### config.mk
export PLATFORM = sky130hd
export DESIGN_NAME = sky_imem_loader
export DESIGN_NICKNAME = d
export VERILOG_FILES = /design/src/rtl/sky_imem_loader.sv
export SDC_FILE = /design/constraint.sdc
export NUM_CORES = 1
export LEC_CHECK = 0
export ABC_AREA = 1
export CORE_ASPECT_RATIO = 0.6
export CORE_MARGIN = 8
export CORE_UTILIZATION = 45
export CTS_BUF_LIST = sky130_fd_sc_hd__clkbuf_4
export DETAILED_ROUTE_END_ITERATION = 8
export PLACE_DENSITY = 0.65
export SETUP_SLACK_MARGIN = 0.5
export SLEW_MARGIN = 20
export SYNTH_ARGS = -nofsm -noshare
export SYNTH_HDL_FRONTEND = slang
export SYNTH_SLANG_ARGS = --single-unit
### constraint.sdc
create_clock -name clk -period 3.65 [get_ports clk]
set_input_delay 1.095 -clock clk [delete_from_list [all_inputs] [get_ports clk]]
set_output_delay 1.095 -clock clk [all_outputs]
set_load 0.1 [all_outputs]
### src/rtl/sky_imem_loader.sv
// Byte-stream program loader: assembles LE words into imem, validates XOR checksum, holds core until done.
// Latency: write strobe one cycle after the 4th byte of a word; in_ready is a pure function of state.
module sky_imem_loader #(
    parameter int ADDR_W    = 10,
    parameter int DEPTH     = 1024,
    parameter int BASE_ADDR = 0
) (
    input  logic              clk,
    input  logic              reset,
    input  logic              start,
    input  logic              in_valid,
    input  logic [7:0]        in_data,
    output logic              in_ready,
    output logic              imem_we,
    output logic [ADDR_W-1:0] imem_waddr,
    output logic [31:0]       imem_wdata,
    output logic              core_hold,
    output logic              load_done,
    output logic              load_err
);

    typedef enum logic [2:0] {
        HDR_LO,
        HDR_HI,
        DATA,
        CSUM,
        DONE,
        ERR
    } state_t;

    state_t      state;
    logic [15:0] n_words;
    logic [15:0] word_cnt;
    logic [1:0]  byte_cnt;
    logic [23:0] word_sr;
    logic [7:0]  csum;
    logic [15:0] hdr_n;
    logic        accept;

    assign in_ready = (state == HDR_LO) || (state == HDR_HI) ||
                      (state == DATA)   || (state == CSUM);
    // start takes priority, so a byte offered in the start cycle is dropped
    assign accept   = in_valid && in_ready && !start;
    assign hdr_n    = {in_data, n_words[7:0]};

    always_ff @(posedge clk) begin
        if (reset) begin
            state      <= HDR_LO;
            n_words    <= '0;
            word_cnt   <= '0;
            byte_cnt   <= '0;
            word_sr    <= '0;
            csum       <= '0;
            imem_we    <= 1'b0;
            imem_waddr <= ADDR_W'(BASE_ADDR);
            imem_wdata <= '0;
            core_hold  <= 1'b1;
            load_done  <= 1'b0;
            load_err   <= 1'b0;
        end else begin
            imem_we <= 1'b0;
            if (start) begin
                state     <= HDR_LO;
                n_words   <= '0;
                word_cnt  <= '0;
                byte_cnt  <= '0;
                word_sr   <= '0;
                csum      <= '0;
                core_hold <= 1'b1;
                load_done <= 1'b0;
                load_err  <= 1'b0;
            end else if (accept) begin
                case (state)
                    HDR_LO: begin
                        n_words[7:0] <= in_data;
                        state        <= HDR_HI;
                    end
                    HDR_HI: begin
                        n_words[15:8] <= in_data;
                        if (hdr_n == 16'd0) begin
                            state <= CSUM;
                        end else if ({1'b0, hdr_n} > 17'(DEPTH)) begin
                            state    <= ERR;
                            load_err <= 1'b1;
                        end else begin
                            state <= DATA;
                        end
                    end
                    DATA: begin
                        csum     <= csum ^ in_data;
                        byte_cnt <= byte_cnt + 2'd1;
                        word_sr  <= {in_data, word_sr[23:8]};
                        if (byte_cnt == 2'd3) begin
                            imem_we    <= 1'b1;
                            imem_waddr <= ADDR_W'(BASE_ADDR) + word_cnt[ADDR_W-1:0];
                            imem_wdata <= {in_data, word_sr};
                            word_cnt   <= word_cnt + 16'd1;
                            if (word_cnt == n_words - 16'd1) begin
                                state <= CSUM;
                            end
                        end
                    end
                    CSUM: begin
                        if (in_data == csum) begin
                            state     <= DONE;
                            load_done <= 1'b1;
                            core_hold <= 1'b0;
                        end else begin
                            state    <= ERR;
                            load_err <= 1'b1;
                        end
                    end
                    default: state <= state;
                endcase
            end
        end
    end

endmodule

-- After elaboration in Yosys (flattened, before gate mapping)
Index checks and enable logic that the tools add are counted.
- bitwise logic cells: 4
- $lt $le $gt $ge: 1
- div/mod/pow operators: 0
- equal/unequal tests: 11
- $add $sub $neg: 3
- mux-type cells: 11
- multipliers: 0
- shift-type cells: 0
- reductions and logical operators: 20
- operators with widths (kind ; number):
    16-bit by 1-bit adder with 16-bit output (second input constant) ; 1
    16-bit equality test ; 1
    16-bit by 11-bit > comparator with 1-bit output (second input constant) ; 1
    16-bit zero test ; 1
    16-bit by 1-bit subtractor with 16-bit output (second input constant) ; 1
    3-bit 2-to-1 mux ; 4
    3-bit case mux with 4 select lines ; 1
    8-bit equality test ; 1
    4-bit AND reduction ; 2
    8-bit XOR ; 1
    3-bit by 2-bit equality test with 1-bit output (second input constant) ; 2
    2-bit by 1-bit inequality test with 1-bit output (second input constant) ; 3
    2-bit AND reduction ; 3
    3-bit AND reduction ; 2
    1-bit 2-to-1 mux ; 5
    5-bit AND reduction ; 1
    2-bit inequality test (second input constant) ; 2
    4-bit nonzero test ; 1
    4-bit OR reduction ; 1
    3-bit by 1-bit equality test with 1-bit output (second input constant) ; 1
    3-bit zero test ; 1
    1-bit logical OR ; 3
    1-bit inverter ; 3
    2-bit by 1-bit adder with 2-bit output (second input constant) ; 1
    other kinds (6) ; 7
- output and inout port bits: 47
- latch bits: 0
- bits in read-only memories: 0
- memories: 0
- bits in writable memories: 0
- register bits: 115

-- Depth between registers and ports, before layout
Gate-level depths: netlist of the first run.
- word-level depth: 8
- gate-level depth with buffers: 17
- mapped depth without buffers: 17

-- Worst setup path before layout of the first run
OpenSTA, ideal clock, no wires.
- path kind: input -> register
- start point: input port start
- end point: register word_cnt[8]
- arrival time: 2.191 ns
- stages on the path: 12
- slack: 1.342 ns
- buffers on the path: 0
- setup time: 0.117 ns
- cell sequence: inv_1 > nand3_2 > clkinv_2 > nand2_4 > nor2_8 > inv_2 > nor3_4 > nand3_2 > nor2_1 > nand2_1 > o21ai_1 > a21oi_1
- cells in the longest elaborated chain, start to end: 3
- ends and longest elaborated chain (element ; RTL line ; RTL):
    start, declared ; 10 ; input logic start,
    1-bit zero test ; 43 ; assign accept = in_valid && in_ready && !start;
    1-bit logical AND ; 43 ;
    3-bit AND reduction (no line) ; n/a ;
    end signal, assigned ; 97 ; word_cnt <= word_cnt + 16'd1;
    end, declared ; 33 ; logic [15:0] word_cnt;
Parallel ways exist; a longest one is shown, timed or not.
A chain may end at the register's enable or synchronous reset.

-- Worst setup path after layout of the first run
- start point: input port start
- end point: register imem_wdata[27]
- cells in the longest elaborated chain, start to end: 3
- ends and longest elaborated chain (element ; RTL line ; RTL):
    1-bit zero test ; 43 ;
    1-bit logical AND ; 43 ;
    4-bit AND reduction (no line) (*) ; n/a ;
    end signal, assigned ; 96 ; imem_wdata <= {in_data, word_sr};
    end, declared ; 16 ; output logic [31:0] imem_wdata,
Every way passes the cells marked *; elsewhere a longest branch is shown, timed or not.

==> run metrics, run 1 <==
initial antenna violation count 1; clock power share 40.5%; worst hold path type flip-flop to flip-flop; total negative slack 0 ns; Worst-Skew Late Latency 0.52 ns; Fin. Hold Viols 0; Syn Inst Count 685; final cell count without fillers 893; via/cell ratio 5.072; commonest non-fill, non-tap cell in the layout nand2_1; Fin Clk Skew 0.01507 ns; area grow syn2layout 17.45%; Pwr per Cell Area 416.0 mW/mm²; max-slew violation count 0; sequential fraction of design power 52.2%; cts repair resizes 0; layout cells sized above 1 14.48%; hold depth 2; synthesized area 0.004969 mm²; Sink Count 115; worst vdd ir 0.0002286 V; status complete, no violations; switching share of power 26.42%; Tmin final 2.555 ns; final setup vio count 0; Mapped Avg Cell Area 7.253 µm²; Pleak 2.421 nW; CTS max path bufs 2; vias 4,529; commonest cells after routing, fill and taps aside nand2_1, dfxtp_1, nor2_1; Layout fillers 1,070; Arrival @ worst endpoint 2.99 ns; die width 151.7 µm; Required @ worst endpoint 4.09 ns; TritonCTS clock tree built; hpwl dp 9437 µm; # IOs 59; synthesized net count 700; largest net degree at the start of global routing 59; initial core utilization 46.58%; DRC viols 0; Max Cap Viol 0; count of state elements after synthesis 115; Psw 0.0006413 W; number of buffers created by CTS 17; nets@finish 755; max frequency 0.3915 GHz; Slew headroom 55.27%; antenna-violating nets left 0; Reg area 0.002302 mm²; final wirelength 13,020 µm; clock-pin slew on the worst setup and hold paths 0.11 ns; first-pass GRT wire length 21,470 µm; Placed Cells 860; die area 0.01477 mm²; Placer Congestion 0.8522; Site Rows 29; Avg WL per Cell 14.58 µm; setup repair after global routing missed its margin no; worst-margin pin slew 0.6703 ns; Post-CTS Setup Inserts 0; total gr overflow 0; post-synthesis sequential area ratio 46.34%; internal power 0.001786 W; Yosys warning count 0; Pre-antenna DRT Iters 5; final period utilization 69.99%; multi-input logic area 0.002315 mm²; WS Path Type primary input to flip-flop; DP Worst Slack 0.5544 ns; initial DRC count 294; Core ar. 0.01067 mm²; Buffers on Ports 58; part of the power in combinational logic 7.3%; crit-path max FO 56; Crit. End Element flip-flop; die span in y 97.39 µm; Synth cell types 36; Total Routing Usage GR 18.32%; crit path launch type primary input; vias in the first global route 4,202; Post-CTS Hold Buffers 0; root buf cell clkbuf_4; H-tree levels 4; setup ws final 1.095 ns; Register-to-Register Path Depth 15
[through the flow]
step	cell area (µm²)	utilization, %	hold slack (ns)	power [W]
2_1_floorplan	4969	-	0.4449	0.001417
3_3_place_gp	5540	51.94	0.4408	0.001466
3_5_place_dp	5540	51.94	0.4472	0.001470
4_1_cts	5833	54.68	0.4697	0.002442
5_1_grt	5836	54.70	0.4887	0.002530
6_report	5836	54.70	0.4674	0.002428
[power by group through the flow]
stage / clock network, W / logic [W] / registers (W)
2_1_floorplan: 0 / 0.000123 / 0.00129
3_3_place_gp: 0 / 0.000171 / 0.00129
3_5_place_dp: 0 / 0.000175 / 0.00129
4_1_cts: 0.000999 / 0.000176 / 0.00127
5_1_grt: 0.00106 / 0.000201 / 0.00127
6_report: 0.000983 / 0.000178 / 0.00127
[path summary, 6_finish.rpt]
kind              startpoint        endpoint  slack, ns
hold reg to reg   word_sr[3]   imem_wdata[3]       0.47
setup reg to reg  n_words[0]        state[1]       1.50
setup / recovery       start  imem_wdata[27]       1.10
hold / removal    word_sr[3]   imem_wdata[3]       0.47
[cell type report]
class                      instances  share of cell area, %
antenna                            1                0.04288
clock buffer                      17                  2.187
clock inverter                    15                  2.830
inverter                          64                  4.138
multi-input combinational        478                  39.67
sequential                       115                  39.45
tap                              139                  2.980
timing repair buffer              64                  8.705
[logic make-up after synthesis]
kind of cell / count (synthesis) / share of synthesized area, %
xor gates and xnor gates: 18 / 3.173
AOI/OAI and AO/OA: 147 / 15.74
and+or+nand+nor: 310 / 26.87
adders and majority gates: 3 / 0.7556
buffers and inverters: 92 / 7.126
DFF: 115 / 46.34
[state kept, by name, summed over array words and instances (netlist names), 2 cells and up]
| name | cells |
|---|---|
| imem_waddr | 10 |
| byte_cnt | 2 |
| n_words | 16 |
| word_sr | 24 |
| state | 3 |
| imem_wdata | 32 |
| csum | 8 |
| word_cnt | 16 |
[worst max-delay path, stage by stage]
cell	delay, ns
clkdlybuf4s50_1	0.45
inv_1	0.09
nand3_2	0.10
clkinv_2	0.14
nand2_4	0.18
nor2_8	0.15
buf_4	0.46
nor2_1	0.09
a211oi_1	0.19
[synth_stat cells (all sizes together)]
cell type / n / share of area, %
clkbuf: 18 / 1.4
and3: 1 / 0.13
nand3b: 3 / 0.45
nand2: 150 / 12
xnor2: 10 / 1.8
a21oi: 70 / 7.1
inv: 62 / 4.7
a21o: 1 / 0.15
o21ai: 59 / 5.9
nor3b: 1 / 0.15
nor3: 8 / 1.0
xor2: 8 / 1.4
o21bai: 1 / 0.15
nor4: 1 / 0.13
dfxtp: 115 / 46
nand3: 21 / 2.3
a211oi: 14 / 2.1
nor2: 117 / 9.7
a31oi: 2 / 0.25
buf: 10 / 0.91
clkinv: 2 / 0.18
ha: 3 / 0.76
nand4: 8 / 1.3
[metal layers]
metal  vias to the layer above  wire length (µm)  GRT usage, %
li1                       2333                 -             -
met1                      2063              6938         27.09
met2                       123              5168         24.32
met3                        10               784         5.070
met4                         0               126         6.672
met5                         -                 0             0
No activity file was read; power rests on OpenSTA's default activity.
==> run 2, diff against run 1 <==
Clock period 3.65 ns to 2.5 ns, I/O delays scaled along.
==> run metrics, run 2 (synthesized netlist as in run 1, its figures left out) <==
setup ws final 0.5566 ns; Max Cap Viol 0; worst-margin pin slew 0.6778 ns; Site Rows 29; number of buffers created by CTS 17; first-pass GRT wire length 21,530 µm; crit-path max FO 5; total gr overflow 0; Register-to-Register Path Depth 12; hpwl dp 9698 µm; vias 4,615; die area 0.01477 mm²; cell mode on critical path nand2_1; Worst path slowest cell clkdlybuf4s50_1; DP Worst Slack 0.01823 ns; Pre-antenna DRT Iters 5; root buf cell clkbuf_4; Buffers on Ports 58; worst flop-to-flop path startpoint n_words[1]; worst vdd ir 0.0002861 V; die span in y 97.39 µm; initial core utilization 46.58%; placed cell area 0.005635 mm²; total negative slack 0 ns; Largest register FFs 32; initial DRC count 266; Pleak 2.550 nW; Worst-Skew Late Latency 0.51 ns; WS Path Type primary input to flip-flop; critical path, cell by cell clkdlybuf4s50_1, xnor2_1, nand2_1, nor4_1, nand3_1, nand2_1, nand2_1; max-slew violation count 0; Core ar. 0.01067 mm²; Post-CTS Hold Buffers 0; commonest cells after routing, fill and taps aside nand2_1, dfxtp_1, nor2_1; die width 151.7 µm; r2r endpoint state[0]; commonest non-fill, non-tap cell in the layout nand2_1; status complete, no violations; Arrival @ worst endpoint 2.36 ns; Fin. Hold Viols 0; Sink Count 115; Avg WL per Cell 14.61 µm; clock-pin slew on the worst setup and hold paths 0.11 ns; CP Launch Point in_data[2]; Layout fillers 988; Critical Path Stages 7; flop-to-flop setup slack 0.62 ns; largest net degree at the start of global routing 43; Largest regs imem_wdata: 32 flops, word_sr: 24 flops; Slew headroom 54.76%; area grow syn2layout 21.61%; Fin Clk Skew 0.01985 ns; Required @ worst endpoint 2.92 ns; crit path to core_hold; Tmin final 1.943 ns; TritonCTS clock tree built; final wirelength 13,280 µm; Total Routing Usage GR 18.22%; max frequency 0.5146 GHz; Top reg by flops imem_wdata; crit-path max cell delay 0.56 ns; CTS max path bufs 2; layout cells sized above 1 17.14%; initial antenna violation count 0; nets@finish 772; # IOs 59; final setup vio count 0; via/cell ratio 5.077; worst hold path type flip-flop to flip-flop; WP buf/inv 1; setup repair after global routing missed its margin yes; crit path launch type primary input; antenna-violating nets left 0; Placer Congestion 0.9222; DRC viols 0; final period utilization 77.73%; Pwr per Cell Area 574.4 mW/mm²; ant diodes 0; H-tree levels 4; Crit. End Element flip-flop; cell area after layout 0.006042 mm²; top cell family by delay on the critical path simple AND/OR/NAND/NOR gates; vias in the first global route 4,183
## run 2: through the flow
stage          utilization [%]  hold WS, ns  total power [W]  instances
6_report                 56.64       0.4624         0.003471        909
2_1_floorplan                -       0.4449         0.002069        685
5_1_grt                  56.64       0.4726         0.003622        909
4_1_cts                  55.54       0.4658         0.003482        903
3_5_place_dp             52.83       0.4411         0.002155        871
3_3_place_gp             52.83       0.4362         0.002149        871
## run 2: layout make-up
class                      count  area, µm²  area share (%)
sequential                   115       2303           38.12
inverter                      64      241.5           3.997
tap                          139      173.9           2.878
clock buffer                  19      142.6           2.361
multi-input combinational    478       2342           38.77
timing repair buffer          81      703.2           11.64
clock inverter                13      135.1           2.236
## run 2: tightest hold or removal path, delay by kind of cell (launching register included)
kind,cells,cell delay (ns)
flops,1,0.33
simple gates,2,0.10
## run 2: how the worst min path moves through the flow
stage / start / endpoint / depth (start not counted)
finish: core_hold / core_hold / 2
global route: core_hold / core_hold / 2
CTS: word_sr[0] / imem_wdata[0] / 2
detailed placement: core_hold / core_hold / 2
global placement: core_hold / core_hold / 2
floorplan: word_sr[0] / imem_wdata[0] / 2
## run 2: per-layer routing
metal | vias to the layer above | global-route usage [%] | wire, µm | part of all wire [%]
met3 | 6 | 5.442 | 919 | 6.9
met2 | 129 | 24.25 | 5286 | 40
met1 | 2107 | 27.30 | 6989 | 53
met4 | 0 | 4.798 | 85 | 0.64
met5 | - | 0 | 0 | 0
li1 | 2373 | - | - | -
## run 2: power breakdown
group          internal, W  leakage, nW  switching (W)
sequential         0.00184        0.927     0.00000932
combinational     0.000100         1.47       0.000175
clock             0.000616        0.154       0.000730
## run 2: repair_timing
| item | CTS | global route |
|---|---|---|
| buffers inserted | 0 | 6 |
| pin swaps | 0 | 6 |
| setup endpoints to repair | 3 | 16 |
| gates resized for setup | 3 | 20 |
